$ cat config.mk
export PLATFORM = sky130hd
export DESIGN_NAME = gun_unit
export DESIGN_NICKNAME = d
export VERILOG_FILES = /design/src/rtl/gun_unit.sv
export SDC_FILE = /design/constraint.sdc
export NUM_CORES = 1
export LEC_CHECK = 0
export ABC_AREA = 1
export BUFFER_PORTS_ARGS = -buffer_cell sky130_fd_sc_hd__clkbuf_2
export CORE_MARGIN = 1
export CORE_UTILIZATION = 50
export CTS_BUF_LIST = sky130_fd_sc_hd__clkbuf_8
export CTS_CLUSTER_DIAMETER = 30
export DETAILED_ROUTE_END_ITERATION = 8
export MAX_ROUTING_LAYER = met4
export PLACE_DENSITY = 0.8
export SKIP_CTS_REPAIR_TIMING = 1
export SYNTH_ARGS = -nofsm -noshare
export SYNTH_HDL_FRONTEND = slang
export SYNTH_SLANG_ARGS = --single-unit
$ cat constraint.sdc
create_clock -name clk -period 14.06 [get_ports clk]
set_input_delay 2.812 -clock clk [delete_from_list [all_inputs] [get_ports clk]]
set_output_delay 2.812 -clock clk [all_outputs]
set_load 0.01 [all_outputs]
$ cat src/rtl/gun_unit.sv
// Player weapon block: maps mouse bins to a screen aim point, fires on the left
// button with a fixed cooldown, and flags crosshair pixels for the VGA pipeline.
module gun_unit #(
   parameter int unsigned BIN_W     = 6,
   parameter int unsigned BIN_SIZE  = 10,
   parameter int unsigned CD_TICKS  = 19_999_999,
   parameter int unsigned CNT_W     = $clog2(CD_TICKS),
   parameter int unsigned XH_RADIUS = 32,
   parameter int unsigned MAX_H     = 480
) (
   input  logic             clk,
   input  logic             reset,
   input  logic             start,
   input  logic [9:0]       x,
   input  logic [8:0]       y,
   input  logic [BIN_W-1:0] bin_x,
   input  logic [BIN_W-1:0] bin_y,
   input  logic             button_left,
   output logic [9:0]       shoot_x,
   output logic [8:0]       shoot_y,
   output logic             shot,
   output logic             render,
   output logic             cd
);

   localparam int unsigned XW    = 10;
   localparam int unsigned YW    = 9;
   localparam int unsigned BOX   = 2 * XH_RADIUS;
   localparam int unsigned RW    = $clog2(BOX);
   localparam int unsigned SQW   = 2 * RW + 3;
   localparam int unsigned GAP_L = XH_RADIUS - 4;
   localparam int unsigned GAP_H = XH_RADIUS + 3;
   localparam int unsigned RIN2  = (XH_RADIUS - 4) * (XH_RADIUS - 4);
   localparam int unsigned ROUT2 = (XH_RADIUS - 2) * (XH_RADIUS - 2);

   typedef enum logic {IDLE, CD} state_t;

   state_t           state;
   logic [CNT_W-1:0] cnt;

   logic [XW-1:0] cx, tx, dx;
   logic [YW-1:0] cy, ty, dy;
   logic          in_box, on_axis, in_gap, arm, ring;
   logic signed [RW:0]    rx, ry;
   logic signed [SQW-1:0] rxe, rye, r2;

   logic unused_start;
   assign unused_start = start;

   // Aim point; mouse y grows upward so it is flipped against the screen height.
   assign cx      = XW'(32'(bin_x) * BIN_SIZE);
   assign cy      = YW'(32'(MAX_H) - 32'(bin_y) * BIN_SIZE);
   assign shoot_x = cx;
   assign shoot_y = cy;
   assign tx      = cx - XW'(XH_RADIUS);
   assign ty      = cy - YW'(XH_RADIUS);

   assign shot = (state == IDLE) && button_left;
   assign cd   = (state == CD);

   // Fire/cooldown controller with its saturating cycle counter.
   always_ff @(posedge clk) begin
      if (reset) begin
         state <= IDLE;
         cnt   <= '0;
      end else begin
         case (state)
            IDLE:    if (shot) state <= CD;
            CD:      if (cnt == CNT_W'(CD_TICKS)) state <= IDLE;
            default: state <= IDLE;
         endcase
         if (shot)
            cnt <= '0;
         else if (state == CD && cnt != CNT_W'(CD_TICKS))
            cnt <= cnt + CNT_W'(1);
      end
   end

   // Pixel offset from the crosshair's top-left corner; edges wrap modulo the screen.
   assign dx     = x - tx;
   assign dy     = y - ty;
   assign in_box = (dx < XW'(BOX)) && (dy < YW'(BOX));

   assign on_axis = (dx == XW'(XH_RADIUS - 1)) || (dx == XW'(XH_RADIUS)) ||
                    (dy == YW'(XH_RADIUS - 1)) || (dy == YW'(XH_RADIUS));
   assign in_gap  = (dx >= XW'(GAP_L)) && (dx <= XW'(GAP_H)) &&
                    (dy >= YW'(GAP_L)) && (dy <= YW'(GAP_H));
   assign arm     = on_axis && !in_gap;

   // Ring term only matters inside the box, so the low offset bits suffice.
   assign rx   = $signed({1'b0, dx[RW-1:0]}) - $signed((RW+1)'(XH_RADIUS));
   assign ry   = $signed({1'b0, dy[RW-1:0]}) - $signed((RW+1)'(XH_RADIUS));
   assign rxe  = {{(RW+2){rx[RW]}}, rx};
   assign rye  = {{(RW+2){ry[RW]}}, ry};
   assign r2   = rxe * rxe + rye * rye;
   assign ring = (r2 >= $signed(SQW'(RIN2))) && (r2 <= $signed(SQW'(ROUT2)));

   always_ff @(posedge clk) begin
      if (reset) render <= 1'b0;
      else       render <= in_box && (arm || ring);
   end

endmodule

==> Word level (Yosys, flattened, before mapping) <==
Cells that the tools add are included.
{ "word_totals": {"out_inout_bits": 22, "regBits": 27, "in_bits": 35, "word_cells": 49} }
{ "op_classes": {"n_eq_ne": 6, "n_reduce_logical": 15, "magnitude_cmp": 8, "mul": 4, "bitwise": 1, "addsub": 9, "mux": 3} }
{ "ops": {"columns": ["cell", "n"], "rows": [
  ["7-bit by 7-bit multiplier with 14-bit output", 2],
  ["25-bit by 1-bit adder with 25-bit output (second input constant)", 1],
  ["25-bit == test (second input constant)", 1],
  ["25-bit != test (second input constant)", 1],
  ["14-bit by 14-bit adder with 15-bit output", 1],
  ["15-bit by 11-bit greater-or-equal comparator with 1-bit output (second input constant)", 1],
  ["15-bit by 11-bit less-or-equal comparator with 1-bit output (second input constant)", 1],
  ["6-bit by 6-bit subtractor with 7-bit output (second input constant)", 2],
  ["10-bit by 5-bit == test with 1-bit output (second input constant)", 1],
  ["10-bit by 6-bit == test with 1-bit output (second input constant)", 1],
  ["10-bit by 5-bit greater-or-equal comparator with 1-bit output (second input constant)", 1],
  ["10-bit by 6-bit less-or-equal comparator with 1-bit output (second input constant)", 1],
  ["10-bit by 7-bit < comparator with 1-bit output (second input constant)", 1],
  ["10-bit subtractor", 1],
  ["10-bit by 6-bit subtractor with 10-bit output (second input constant)", 1],
  ["9-bit by 5-bit == test with 1-bit output (second input constant)", 1],
  ["9-bit by 6-bit == test with 1-bit output (second input constant)", 1],
  ["9-bit by 5-bit greater-or-equal comparator with 1-bit output (second input constant)", 1],
  ["9-bit by 6-bit less-or-equal comparator with 1-bit output (second input constant)", 1],
  ["1-bit logical AND", 9],
  ["9-bit by 7-bit < comparator with 1-bit output (second input constant)", 1],
  ["6-bit by 3-bit multiplier with 9-bit output (second input constant)", 1],
  ["9-bit by 6-bit subtractor with 9-bit output (second input constant)", 1],
  ["9-bit subtractor", 1],
  ["8 further kinds", 12]
]} }

==> Longest topological paths before layout <==
{ "logic_depth": {"ltp_word": 11, "ltp_mapped": 39} }

==> Least setup slack after synthesis <==
OpenSTA, ideal clock, no wires.
{ "synth_timing": {"kind": "input to register", "from": "input bin_y[1]", "to": "register render", "t_arrival_ns": 10.137, "setup_ns": 0.070, "path_stages": 31, "t_required_ns": 13.990, "path_slack_ns": 3.853, "n_path_buf": 1, "cell_sequence": "ha_1 -> ha_1 -> inv_1 -> fa_1 -> xor2_1 -> ha_1 -> inv_1 -> ha_1 -> nand3_1 -> nand2_1 -> buf_4 -> nor2_1 -> fa_1 -> fa_1 -> fa_1 -> fa_1 -> fa_1 -> inv_1 -> fa_1 -> inv_1 -> ha_1 -> a21o_1 -> nor2_1 -> nand2_1 -> xnor2_1 -> nand3_1 -> nand2_1 -> nand2_1 -> a21oi_1 -> nand3_1 -> a21oi_1"} }
{ "synth_between": {"elab_chain_len": 11} }
{ "synth_lines": {"columns": ["item", "line", "source"], "rows": [
  ["start: declaration", "17", "input logic [BIN_W-1:0] bin_y,"],
  ["6-bit by 3-bit multiplier with 8-bit output (*)", "52", "assign cy = YW'(32'(MAX_H) - 32'(bin_y) * BIN_SIZE);"],
  ["9-bit subtractor (*)", "52", null],
  ["named net shoot_y[5]", "20", "output logic [8:0] shoot_y,"],
  ["9-bit by 6-bit subtractor with 9-bit output (*)", "56", "assign ty = cy - YW'(XH_RADIUS);"],
  ["9-bit subtractor (*)", "81", "assign dy = y - ty;"],
  ["6-bit by 6-bit subtractor with 7-bit output / 9-bit by 5-bit greater-or-equal comparator with 1-bit output (equally long branches)", "92, 87", null],
  ["7-bit by 7-bit multiplier with 14-bit output / 1-bit logical AND (equally long branches)", "95, 86", null],
  ["14-bit by 14-bit adder with 15-bit output / 1-bit logical AND (equally long branches)", "95, 87", null],
  ["15-bit by 11-bit greater-or-equal comparator with 1-bit output (tied with other cells)", "96", "assign ring = (r2 >= $signed(SQW'(RIN2))) && (r2 <= $signed(SQW'(ROUT2)));"],
  ["1-bit logical AND (on tied branches)", "96, 88", null],
  ["1-bit logical OR", "100", "else render <= in_box && (arm || ring);"],
  ["1-bit logical AND (*)", "100", null],
  ["end signal: assignment", "100", null],
  ["end: declaration", "22", "output logic render,"]
]} }
Mark *: on every way through the listed nets, which the timed path passes. The rest lies on a longest branch.
A chain may end at the register's enable or synchronous reset.

==> Final worst setup path <==
{ "layout_timing": {"from": "input bin_y[1]", "to": "register render"} }
{ "layout_between": {"elab_chain_len": 11} }
{ "layout_lines": {"columns": ["item", "line"], "rows": [
  ["6-bit by 3-bit multiplier with 8-bit output (*)", "52"],
  ["9-bit subtractor (*)", "52"],
  ["9-bit by 6-bit subtractor with 9-bit output (*)", "56"],
  ["9-bit subtractor (*)", "81"],
  ["6-bit by 6-bit subtractor with 7-bit output / 9-bit by 5-bit greater-or-equal comparator with 1-bit output (equally long branches)", "92, 87"],
  ["7-bit by 7-bit multiplier with 14-bit output / 1-bit logical AND (equally long branches)", "95, 86"],
  ["14-bit by 14-bit adder with 15-bit output / 1-bit logical AND (equally long branches)", "95, 87"],
  ["15-bit by 11-bit greater-or-equal comparator with 1-bit output (tied with other cells)", "96"],
  ["1-bit logical AND (on tied branches)", "96, 88"],
  ["1-bit logical OR", "100"],
  ["1-bit logical AND (*)", "100"]
]} }
Mark *: on every way between the ends. The rest lies on a longest branch, timed or not.

==> impl_results.md <==
* Max stage delay cell, worst path: sky130_fd_sc_hd__nor2_1
* Setup Viol. Count Final at 0
* Floorplan die area at about 13000 sq um
* Placement Rows at 41
* Synthesis Warnings at 0
* Critical path endpoint category: flip-flop
* Class of the worst hold path: reg -> reg
* # DRC at 0
* Final net count at around 1100
* Layout Skew at 1.64 ps
* Post-route minimum period at approximately 11000 ps
* Area of all placed cells without fillers at about 6900 sq um
* Critical path arrival at 10930 ps
* Final-report hold violation count at 0
* Detailed-router iteration count before antenna repair at 5
* Count of final max-slew check failures at 0
* Worst-path clk slew at ~90 ps
* Number of violations reported at the end of detailed-routing iteration 0 at a little over 300
* GPL Wtd Cong at between 0.9 and 1
* Hold slack final at ~470 ps
* Drt total wl at 13100 microns
* Sequential-to-total area share from yosys stat at 8.33%
* Number of port buffers at 53
* Skew-Pair Late Insertion Delay at 270 ps
* Max-cap violations at 0
* Total global routing overflow at 0
* Chip Height at approximately 120 microns
* Setup repair after global routing missed its margin: false
* Top cells by instance count after synthesis: sky130_fd_sc_hd__inv_1 (179), sky130_fd_sc_hd__nand2_1 (158), sky130_fd_sc_hd__ha_1 (93), sky130_fd_sc_hd__fa_1 (81), sky130_fd_sc_hd__nor2_1 (73)
* Setup TNS at 0 ps
* Critical path fanouts, max at 11
* Top-area cell type share of the netlist area at between 20% and 30%
* CTS tree: yes
* Result of the run: finished, final reports clean
* Gate count after technology mapping at approximately 870
* Share of the clock period used by the worst path at between 70 and 80%
* Fmax achieved at 93.2 MHz
* Via total after detailed routing at between 5000 and 6000
* Clock Sinks at 27
* Number of nets still failing antenna checks after routing at 0
* DR WL/cell at approximately 12 microns
* Number of antenna violations at the first check in global routing at 0
* Post-synth top flop: sky130_fd_sc_hd__dfxtp_1
* Ratio of cells with drive above 1 in the final layout at ~8.1%
* Transition time of the tightest slew-check pin at 894 ps
* Syn Std Cell Area at ~6500 sq um
* Top area cells in the synthesized netlist: sky130_fd_sc_hd__fa_1 (25%), sky130_fd_sc_hd__ha_1 (18%), sky130_fd_sc_hd__inv_1 (10%)
* Count of unique library cells instantiated by Yosys at 40
* Number of buffers inserted during clock tree synthesis at 3
* Synthesis-stage register bit count at 27
* Cell family with most CP delay: adder cells
* Library cell appearing most often on the critical path: sky130_fd_sc_hd__fa_1
* Avg Synthesized Cell Area at approximately 7.5 sq um
* Worst relative slew slack at a little over 40%
* Cell area reported after detailed placement at 6880 sq um
* Cell with the most instances after synthesis: sky130_fd_sc_hd__inv_1
* Class of the most critical setup path: in -> reg
* Detailed-route vias per instance at between 5 and 6
* Antenna diode instance count at 0
* Number of global-route vias before repair at about 5300
* Sum of net half-perimeters after detailed placement at approximately 12000 microns
* Width of the die at approximately 120 microns
* Maximum number of pins on one net before global-route repair at 24
* Worst path required time at approximately 14000 ps
* Cell type contributing the most total cell area after synthesis: sky130_fd_sc_hd__fa_1
* Buf/Inv on CP at 5
* Wire length of the first global-routing pass at 23500 microns
* I/O pin cnt at 57
* EDFF count, synth at 0
* Post-synthesis async set-or-reset flop share at 0%
* Starting Density at around half
* Clock Tree Root: sky130_fd_sc_hd__clkbuf_8
* Area grow syn2layout at 6.65%
* Core Region at 12600 sq um
* Max stage delay on crit path at 760 ps
* Setup crit start kind: input pin
* Maximum clock path buffer count at 2
* Overall global routing resource usage at about 22%
* Maximum level of the CTS H-tree at 1
-- sequential cells by signal (all words and copies together) (netlist names) --
register / flops
cnt: 25
cd: 1
render: 1
-- layer usage --
layer | global-route usage, % | routed length, microns | vias to the layer above
met5 | - | 0 | -
met4 | 4.02 | 240 | 0
met3 | 2.41 | 586 | 25
met2 | 35.8 | 6070 | 135
met1 | 29.9 | 6180 | 2525
li1 | - | - | 2816
-- placed cells by master (no fill, tap or decap), types with 4 or more instances in the layout --
master | Yosys | layout
sky130_fd_sc_hd__nor2_1 | 73 | 73
sky130_fd_sc_hd__xnor2_1 | 14 | 14
sky130_fd_sc_hd__fa_1 | 81 | 81
sky130_fd_sc_hd__or2_2 | 6 | 6
sky130_fd_sc_hd__xor2_1 | 36 | 36
sky130_fd_sc_hd__nand2_1 | 158 | 158
sky130_fd_sc_hd__nand3_1 | 43 | 43
sky130_fd_sc_hd__o21ai_0 | 11 | 11
sky130_fd_sc_hd__o21bai_1 | 4 | 4
sky130_fd_sc_hd__a21oi_1 | 49 | 49
sky130_fd_sc_hd__inv_1 | 179 | 180
sky130_fd_sc_hd__dfxtp_1 | 27 | 27
sky130_fd_sc_hd__clkbuf_2 | 0 | 53
sky130_fd_sc_hd__nand3b_1 | 4 | 4
sky130_fd_sc_hd__nor4_1 | 7 | 7
sky130_fd_sc_hd__nand4_1 | 21 | 21
sky130_fd_sc_hd__ha_1 | 93 | 93
sky130_fd_sc_hd__nor3_1 | 22 | 22
-- kinds of logic after synthesis --
group / Yosys count / synth area share (%)
xor+xnor: 51 / 7.00
fa+ha+maj: 174 / 42.9
other cells: 1 / 0.0578
mux: 1 / 0.154
flops: 27 / 8.33
simple gates: 342 / 23.3
buf+inv: 197 / 12.1
compound gates: 74 / 6.21
-- final timing paths --
kind             end  depth (start not counted)      from  slack [ps]
min reg2reg  cnt[24]                          2   cnt[24]         470
max reg2reg   cnt[7]                         11    cnt[3]       11760
min          cnt[24]                          2   cnt[24]         470
max           render                         31  bin_y[1]        3330
-- tightest hold or removal path, cell delays in order, from the launching register on --
cell and delay (ps):
sky130_fd_sc_hd__dfxtp_1 320, sky130_fd_sc_hd__nand2_1 60, sky130_fd_sc_hd__a21oi_1 60
-- cell type report --
type | instances | area, sq um
sequential | 27 | 541
tap | 172 | 215
clock buffer | 3 | 41.3
clock inverter | 1 | 3.75
inverter | 183 | 687
fill | 1217 | 5700
timing repair buffer | 53 | 265
multi-input combinational | 644 | 5170
-- metrics by stage --
| stage | std cells | util [%] | setup WS (ps) |
|---|---|---|---|
| global placement | 1079 | 54.5 | 3050 |
| CTS | 1083 | 54.9 | 3260 |
| detailed placement | 1079 | 54.5 | 2980 |
| floorplan | 868 | - | 3850 |
| global route | 1083 | 54.9 | 2650 |
| finish | 1083 | 54.9 | 3330 |
Power is not shown: default switching activity piles up to over one toggle a cycle in this logic, so the estimate is an artifact.
